File: src/rtl/serial_subtractor.sv
// serial_subtractor: bit-serial ripple-borrow subtractor, d = ain - bin - bi.
// One full-subtractor cell plus a borrow flip-flop; one bit per clock, LSB first.
// Handshake: a start pulse is accepted when busy is low (IDLE or DONE). done is
// a one-cycle pulse when d/bo become valid; d/bo hold until the next completion.
// Optional macro SUB_OVF_EN adds the ovf output (signed two's-complement overflow).
// dbg_state exposes the FSM state (0=IDLE, 1=RUN, 2=DONE).
module serial_subtractor #(
  parameter int W = 4
) (
  input  logic         clk,
  input  logic         rst_n,
  input  logic         start,
  input  logic [W-1:0] ain,
  input  logic [W-1:0] bin,
  input  logic         bi,
  output logic         busy,
  output logic         done,
  output logic [W-1:0] d,
  output logic         bo,
`ifdef SUB_OVF_EN
  output logic         ovf,
`endif
  output logic [1:0]   dbg_state
);

  localparam int CW = (W > 2) ? $clog2(W) : 1;

  typedef enum logic [1:0] {
    S_IDLE = 2'd0,
    S_RUN  = 2'd1,
    S_DONE = 2'd2
  } state_t;

  state_t          r_state;
  state_t          w_state_nxt;
  logic [W-1:0]    r_a;
  logic [W-1:0]    r_b;
  logic            r_br;
  logic [W-1:0]    r_res;
  logic [CW-1:0]   r_cnt;
  logic [W-1:0]    r_d;
  logic            r_bo;
`ifdef SUB_OVF_EN
  logic            r_ovf;
`endif

  logic            w_a;
  logic            w_b;
  logic            w_diff;
  logic            w_br_nxt;
  logic            w_last;
  logic            w_load;
  logic [W-1:0]    w_res_nxt;

  // Full-subtractor cell on the current operand LSBs.
  always_comb begin
    w_a       = r_a[0];
    w_b       = r_b[0];
    w_diff    = w_a ^ w_b ^ r_br;
    w_br_nxt  = (~w_a & w_b) | (~(w_a ^ w_b) & r_br);
    w_res_nxt = {w_diff, r_res[W-1:1]};
    w_last    = (r_cnt == CW'(W - 1));
    w_load    = start && (r_state != S_RUN);
  end

  // FSM state register.
  always_ff @(posedge clk or negedge rst_n) begin
    if (!rst_n) r_state <= S_IDLE;
    else        r_state <= w_state_nxt;
  end

  // Next-state logic; start during RUN is ignored.
  always_comb begin
    w_state_nxt = r_state;
    case (r_state)
      S_IDLE:  if (start) w_state_nxt = S_RUN;
      S_RUN:   if (w_last) w_state_nxt = S_DONE;
      S_DONE:  w_state_nxt = start ? S_RUN : S_IDLE;
      default: w_state_nxt = S_IDLE;
    endcase
  end

  // Operand load, serial shift, and result capture at the completion edge.
  always_ff @(posedge clk or negedge rst_n) begin
    if (!rst_n) begin
      r_a   <= '0;
      r_b   <= '0;
      r_br  <= 1'b0;
      r_res <= '0;
      r_cnt <= '0;
      r_d   <= '0;
      r_bo  <= 1'b0;
`ifdef SUB_OVF_EN
      r_ovf <= 1'b0;
`endif
    end else if (w_load) begin
      r_a   <= ain;
      r_b   <= bin;
      r_br  <= bi;
      r_res <= '0;
      r_cnt <= '0;
    end else if (r_state == S_RUN) begin
      r_a   <= r_a >> 1;
      r_b   <= r_b >> 1;
      r_br  <= w_br_nxt;
      r_res <= w_res_nxt;
      r_cnt <= r_cnt + CW'(1);
      if (w_last) begin
        r_d  <= w_res_nxt;
        r_bo <= w_br_nxt;
`ifdef SUB_OVF_EN
        // On the last bit r_br is the borrow into the MSB cell.
        r_ovf <= r_br ^ w_br_nxt;
`endif
      end
    end
  end

  // Output decode.
  always_comb begin
    busy      = (r_state == S_RUN);
    done      = (r_state == S_DONE);
    d         = r_d;
    bo        = r_bo;
    dbg_state = r_state;
`ifdef SUB_OVF_EN
    ovf       = r_ovf;
`endif
  end

endmodule

File: config.mk
export PLATFORM = sky130hd
export DESIGN_NAME = serial_subtractor
export DESIGN_NICKNAME = d
export VERILOG_FILES = /design/src/rtl/serial_subtractor.sv
export SDC_FILE = /design/constraint.sdc
export NUM_CORES = 1
export LEC_CHECK = 0
export CORE_UTILIZATION = 25
export CTS_CLUSTER_DIAMETER = 40
export DETAILED_ROUTE_END_ITERATION = 10
export PLACE_DENSITY = 0.54
export RECOVER_POWER = 50
export SETUP_SLACK_MARGIN = 0.2
export SYNTH_ARGS = -nofsm -noshare
export SYNTH_HDL_FRONTEND = slang
export SYNTH_SLANG_ARGS = --single-unit
export TNS_END_PERCENT = 50
File: constraint.sdc
create_clock -name clk -period 1.4 [get_ports clk]
set_input_delay 0.21 -clock clk [delete_from_list [all_inputs] [get_ports clk]]
set_output_delay 0.21 -clock clk [all_outputs]
set_load 0.02 [all_outputs]
==> key figures, run 1 <==
Die
  – Std-Cell Core Area: 3720 um^2
  – Starting Density: 0.263
  – Floorplan row count: 22
  – Die H: 64.5 um
  – Num ports: 21
  – DIE AREA: 4160 um^2
  – Die width: 64.5 um

Clocking
  – Worst skew pair latency: 0.26 ns
  – CTS Buffer Depth: 2
  – # clock sinks: 21
  – Clock buffer count from CTS: 3
  – H-tree depth: 1
  – CTS tree: built
  – Clock root cell: clkbuf_8
  – Clk slew on worst S/H paths: 0.08 ns

Yosys
  – Number of synthesized flops with an enable pin: 0
  – Ys Warns: 0
  – Post-synth top area cell: dfrtp_1
  – Post-Syn Nets: 83
  – Yosys reg bits: 21
  – Most frequent cells after synthesis: dfrtp_1, mux2_2, inv_1, mux2i_1, and2b_1
  – Post-synth cell types: 16
  – Mapped Cells: 69
  – Most common cell in the netlist: dfrtp_1
  – Synth Flop Type: dfrtp_1
  – Mapped Area: 977 um^2
  – Seq/Total Area, Yosys: 0.538
  – Ranking of synthesized cells by area: dfrtp_1, mux2_2, mux2i_1, and2b_1, mux2_4
  – Ys async rst share: 1.00
  – Top cell type's share of synthesized area: 0.538
  – Syn_area_per_cell: 14.2 um^2

GRT
  – GRT Util Overall: 0.0931
  – Met1 usage: 0.114
  – GR peak layer: met2
  – Largest net degree at the start of global routing: 22
  – GRT met3 Usage: 0.0317
  – First-pass GRT wire length: 2970 um
  – GR Util met2: 0.155
  – Initial antenna violation count: 0
  – Total gr overflow: 0
  – Vias in the first global route: 648

Cells and area
  – Nets: 119
  – Final design utilization: 0.377
  – Antenna Cells: 0
  – Area Overhead vs Synth: 43.3%
  – Share of cells above drive strength 1: 0.452
  – Final cell count without fillers: roughly 150
  – Final instance area: 1400 um^2

Setup path
  – Crit Path Category: flop to flop
  – Crit path DAT: between 1 and 1.5 ns
  – CP Data Required Time: 1.55 ns
  – CP Max Fanout: 6
  – Crit start category: flop
  – Crit path capture type: flop

Placed design
  – Area after DPL: 1280 um^2
  – Final HPWL from detailed placement: 1190 um
  – Worst slack, placed: -0.164 ns
  – GPL Wtd Cong: 0.683
  – IO buf count: 20
  – Placed cells: 143

Flow run
  – # Max-Cap Violations: 0

Timing
  – Hold Violations, Final: 0
  – Slew Limit Fails: 0
  – Final setup viols: 0
  – Slew HR: 0.641
  – Setup ws final: 0.117 ns
  – Clock Skew: approximately 0.0051 ns
  – Max Freq: 0.779 GHz
  – Worst-Margin Slew: around 0.54 ns
  – Fin Setup TNS: 0 ns
  – Crit share post-route: 0.917
  – RSZ-0062 raised after global routing: yes
  – Period minus WS final: 1.28 ns

Drt
  – First-pass DRT Iterations: 2
  – Via count: 603
  – DRT Wirelength: approximately 1600 um
  – Routed wire length per instance: 10.7 um
  – Initial DRC count: 9
  – Vias/cell: roughly 4.0
  – ANT nets after route: 0
  – Detailed-route DRC error count: 0

Power and ir drop
  – Power per standard cell area: 2030 nW/um^2
  – P_leak: 0.000695 uW
  – Peak supply drop: 0.000857 V

Outcome
  – Status: complete, no violations

Min path
  – Hold crit path type: input pin to asynchronous set/reset pin
-- timing repair --
action	CTS	global route
hold buffers	0	0
pin swaps	2	0
setup buffers	3	2
resized for setup	32	7
endpoints found under the setup margin	24	20
-- registers in the layout, indices dropped and copies added (netlist names) --
name,cells
d,4
r_cnt,2
dbg_state,2
r_br,1
r_a,4
bo,1
r_b,4
r_res,3
-- layer usage --
metal  wire length (um)  vias to the layer above
met5                  0                        -
met4                 11                        0
met3                 72                        2
met2                820                       14
met1                726                      287
li1                   -                      300
-- cells by family after synthesis --
kind of cell | share of synthesized area
compound gates | 0.00641
fa+ha+maj | 0.0333
simple gates | 0.0653
mux | 0.300
flops | 0.538
buf+inv | 0.0576
-- power breakdown --
part / internal (uW) / switching [uW] / leakage, uW
Combinational: 848 / 560 / 0.000409
Sequential: 879 / 160 / 0.000261
Clock: 198 / 194 / 0.0000255
-- worst paths after layout --
kind	to	depth (start not counted)	startpoint	slack [ns]
setup / recovery	d[3]	4	dbg_state[0]	0.12
hold / removal	r_br	2	rst_n	0.45
setup reg to reg	d[3]	4	dbg_state[0]	0.12
hold reg to reg	d[0]	1	r_res[1]	0.50
max in group asynchronous	dbg_state[1]	2	rst_n	0.56
min in group clk	r_cnt[0]	4	start	0.50
-- cell type report --
type / count / area (um^2)
Clock inverter: 1 / 5.00
Timing Repair Buffer: 34 / 318
Inverter: 6 / 25.0
Tap cell: 48 / 60.1
Sequential cell: 21 / 527
Multi-Input combinational cell: 39 / 424
Fill cell: 383 / 2320
Clock buffer: 3 / 41.3
-- critical path, cell delays in order (launching register included) --
cell and delay, ns:
dfrtp_1 0.47, buf_6 0.15, nand3b_1 0.09, buf_6 0.14, mux2_2 0.33
-- cell usage in the layout (no fill, tap or decap), types with 4 or more instances in the layout --
cell type / instances
dfrtp_1: 20
mux2_2: 15
clkdlybuf4s50_1: 9
buf_4: 9
mux2i_1: 6
dlygate4sd2_1: 6
inv_1: 5
mux2_4: 5
buf_6: 5
and2b_1: 4
-- through the flow --
| step | power (uW) | hold slack (ns) |
|---|---|---|
| after global routing | 3050 | 0.506 |
| final | 2840 | 0.450 |
| after detailed placement | 2310 | 0.477 |
| after global placement | 2300 | 0.479 |
| after floorplan | 1860 | -0.0856 |
| after CTS | 2760 | 0.294 |
Power figures use the tool's default switching activity.
==> run 2: changes to the inputs <==
CORE_MARGIN = 8   (was default)
PLACE_DENSITY = default   (was 0.54)
PLACE_DENSITY_LB_ADDON = 0.12   (was default)
==> key figures, run 2 (synthesis gave the netlist of run 1 again) <==
Setup path
  – Crit start category: flop (unchanged)
  – CP Max Fanout: 2 (was 6)
  – Critical path's slowest cell: fa_1 (was dfrtp_1)
  – CP Data Required Time: 1.54 ns (was 1.55 ns)
  – Crit path DAT: 1.41 ns (was 1.43 ns)
  – CP Depth: 3 (was 4)
  – Crit Path Category: flop to flop (unchanged)
  – Crit-path leading delay family: adder cells (was flip-flops)
  – CP bufs+invs: 1 (was 2)
  – Cells along the critical path: inv_1 > fa_1 > mux2_2 (was buf_6 > nand3b_1 > buf_6 > mux2_2)
  – R2R cell count: 3 (was 4)
  – R2r setup slk: 0.13 ns (was 0.12 ns)
  – Max incr delay on CP: 0.49 ns (was 0.47 ns)
  – Crit path capture type: flop (unchanged)

Clocking
  – Clock root cell: clkbuf_8 (unchanged)
  – Clk slew on worst S/H paths: 0.07 ns (was 0.08 ns)
  – H-tree depth: 1 (unchanged)
  – CTS tree: built (unchanged)
  – CTS Buffer Depth: 2 (unchanged)
  – # clock sinks: 21 (unchanged)
  – Clock buffer count from CTS: 3 (unchanged)
  – Worst skew pair latency: 0.25 ns (was 0.26 ns)

Drt
  – Initial DRC count: 29 (was 9)
  – Via count: 631 (was 603)
  – Metal2 WL: 861 um (was 820 um)
  – DRT Wirelength: 1870 um (was 1630 um)
  – ANT nets after route: 0 (unchanged)
  – DR WL met3: 130 um (was 72 um)
  – Detailed-route DRC error count: 0 (unchanged)
  – Max layer used: met4 (unchanged)
  – Vias/cell: 4.18 (was 3.97)
  – Routed wire length per instance: 12.4 um (was 10.7 um)
  – Metal-1 WL: 866 um (was 726 um)
  – First-pass DRT Iterations: 4 (was 2)

Power and ir drop
  – P_leak: 0.000686 uW (was 0.000695 uW)
  – Peak supply drop: 0.000688 V (was 0.000857 V)
  – Power per standard cell area: 2010 nW/um^2 (was 2030 nW/um^2)

Placed design
  – GPL Wtd Cong: 0.631 (was 0.683)
  – Placed cells: 145 (was 143)
  – IO buf count: 20 (unchanged)
  – Final HPWL from detailed placement: 1390 um (was 1190 um)

Die
  – Die width: 78.5 um (was 64.5 um)
  – Floorplan row count: 22 (unchanged)
  – DIE AREA: 6170 um^2 (was 4160 um^2)
  – Starting Density: 0.263 (unchanged)
  – Die H: 78.5 um (was 64.5 um)
  – Num ports: 21 (unchanged)
  – Std-Cell Core Area: 3720 um^2 (unchanged)

Timing
  – Max Freq: 0.790 GHz (was 0.779 GHz)
  – Slew HR: 0.643 (was 0.641)
  – Slew Limit Fails: 0 (unchanged)
  – Worst-Margin Slew: 0.536 ns (was 0.538 ns)
  – Period minus WS final: 1.27 ns (was 1.28 ns)
  – Fin Setup TNS: 0 ns (unchanged)
  – Crit share post-route: 0.904 (was 0.917)
  – Final setup viols: 0 (unchanged)
  – RSZ-0062 raised after global routing: yes (unchanged)
  – Hold Violations, Final: 0 (unchanged)
  – Clock Skew: 0.00142 ns (was 0.00509 ns)

Flow run
  – # Max-Cap Violations: 0 (unchanged)

GRT
  – Largest net degree at the start of global routing: 22 (unchanged)
  – Initial antenna violation count: 0 (unchanged)
  – First-pass GRT wire length: 3350 um (was 2970 um)
  – Vias in the first global route: 666 (was 648)
  – Total gr overflow: 0 (unchanged)
  – GRT Util Overall: 0.0687 (was 0.0931)

Cells and area
  – Final cell count without fillers: 151 (was 152)
  – Nets: 118 (was 119)
  – Antenna Cells: 0 (unchanged)
  – Commonest non-fill, non-tap cell in the layout: dfrtp_1 (unchanged)
  – Area Overhead vs Synth: 40.7% (was 43.3%)
  – Share of cells above drive strength 1: 0.437 (was 0.452)
  – Most frequent cells in the layout: dfrtp_1, mux2_2, clkdlybuf4s50_1 (was dfrtp_1, mux2_2, clkdlybuf4s50_1, buf_4)

Outcome
  – Status: complete, no violations (unchanged)

Min path
  – Hold crit path type: input pin to asynchronous set/reset pin (unchanged)
## run 2: metal layers
layer,GRT usage,up-vias
met3,0.0364,2
met1,0.0798,316
met2,0.109,16
met4,0.0167,0
li1,-,297
met5,0,-
## run 2: through the flow
step	hold slack [ns]	setup slack (ns)	instance area, um^2	total power [uW]	util
detailed placement	0.492	-0.170	1300	2360	0.349
finish	0.459	0.134	1380	2760	0.370
floorplan	-0.0856	0.149	991	1860	-
global route	0.515	0.0863	1380	2990	0.370
CTS	0.306	0.120	1380	2830	0.370
global placement	0.475	-0.145	1300	2330	0.349
## run 2: area by class of cell
type                            instances  area, um^2
Fill cell                             391        2340
Inverter                                6        25.0
Sequential cell                        21         527
Clock buffer                            4        45.0
Timing Repair Buffer                   33         295
Multi-Input combinational cell         39         423
Tap cell                               48        60.1
## run 2: power breakdown
group,switching [uW],total (uW),internal (uW)
logic,558,1330,774
clock network,187,389,202
registers,159,1040,879
total,903,2760,1860
## run 2: final timing paths
kind	from	to
setup reg to reg	r_b[0]	r_res[3]
setup / recovery	r_b[0]	r_res[3]
hold reg to reg	r_b[2]	r_b[1]
max in group asynchronous	rst_n	dbg_state[1]
min in group clk	r_b[2]	r_b[1]
hold / removal	rst_n	d[3]
## run 2: timing repair
item	4_1_cts	5_1_grt
setup endpoints to repair	24	23
buffers inserted	2	0
endpoints found under the hold margin	0	0
pin swaps	3	1
resized for setup	34	4
hold buffers	0	0
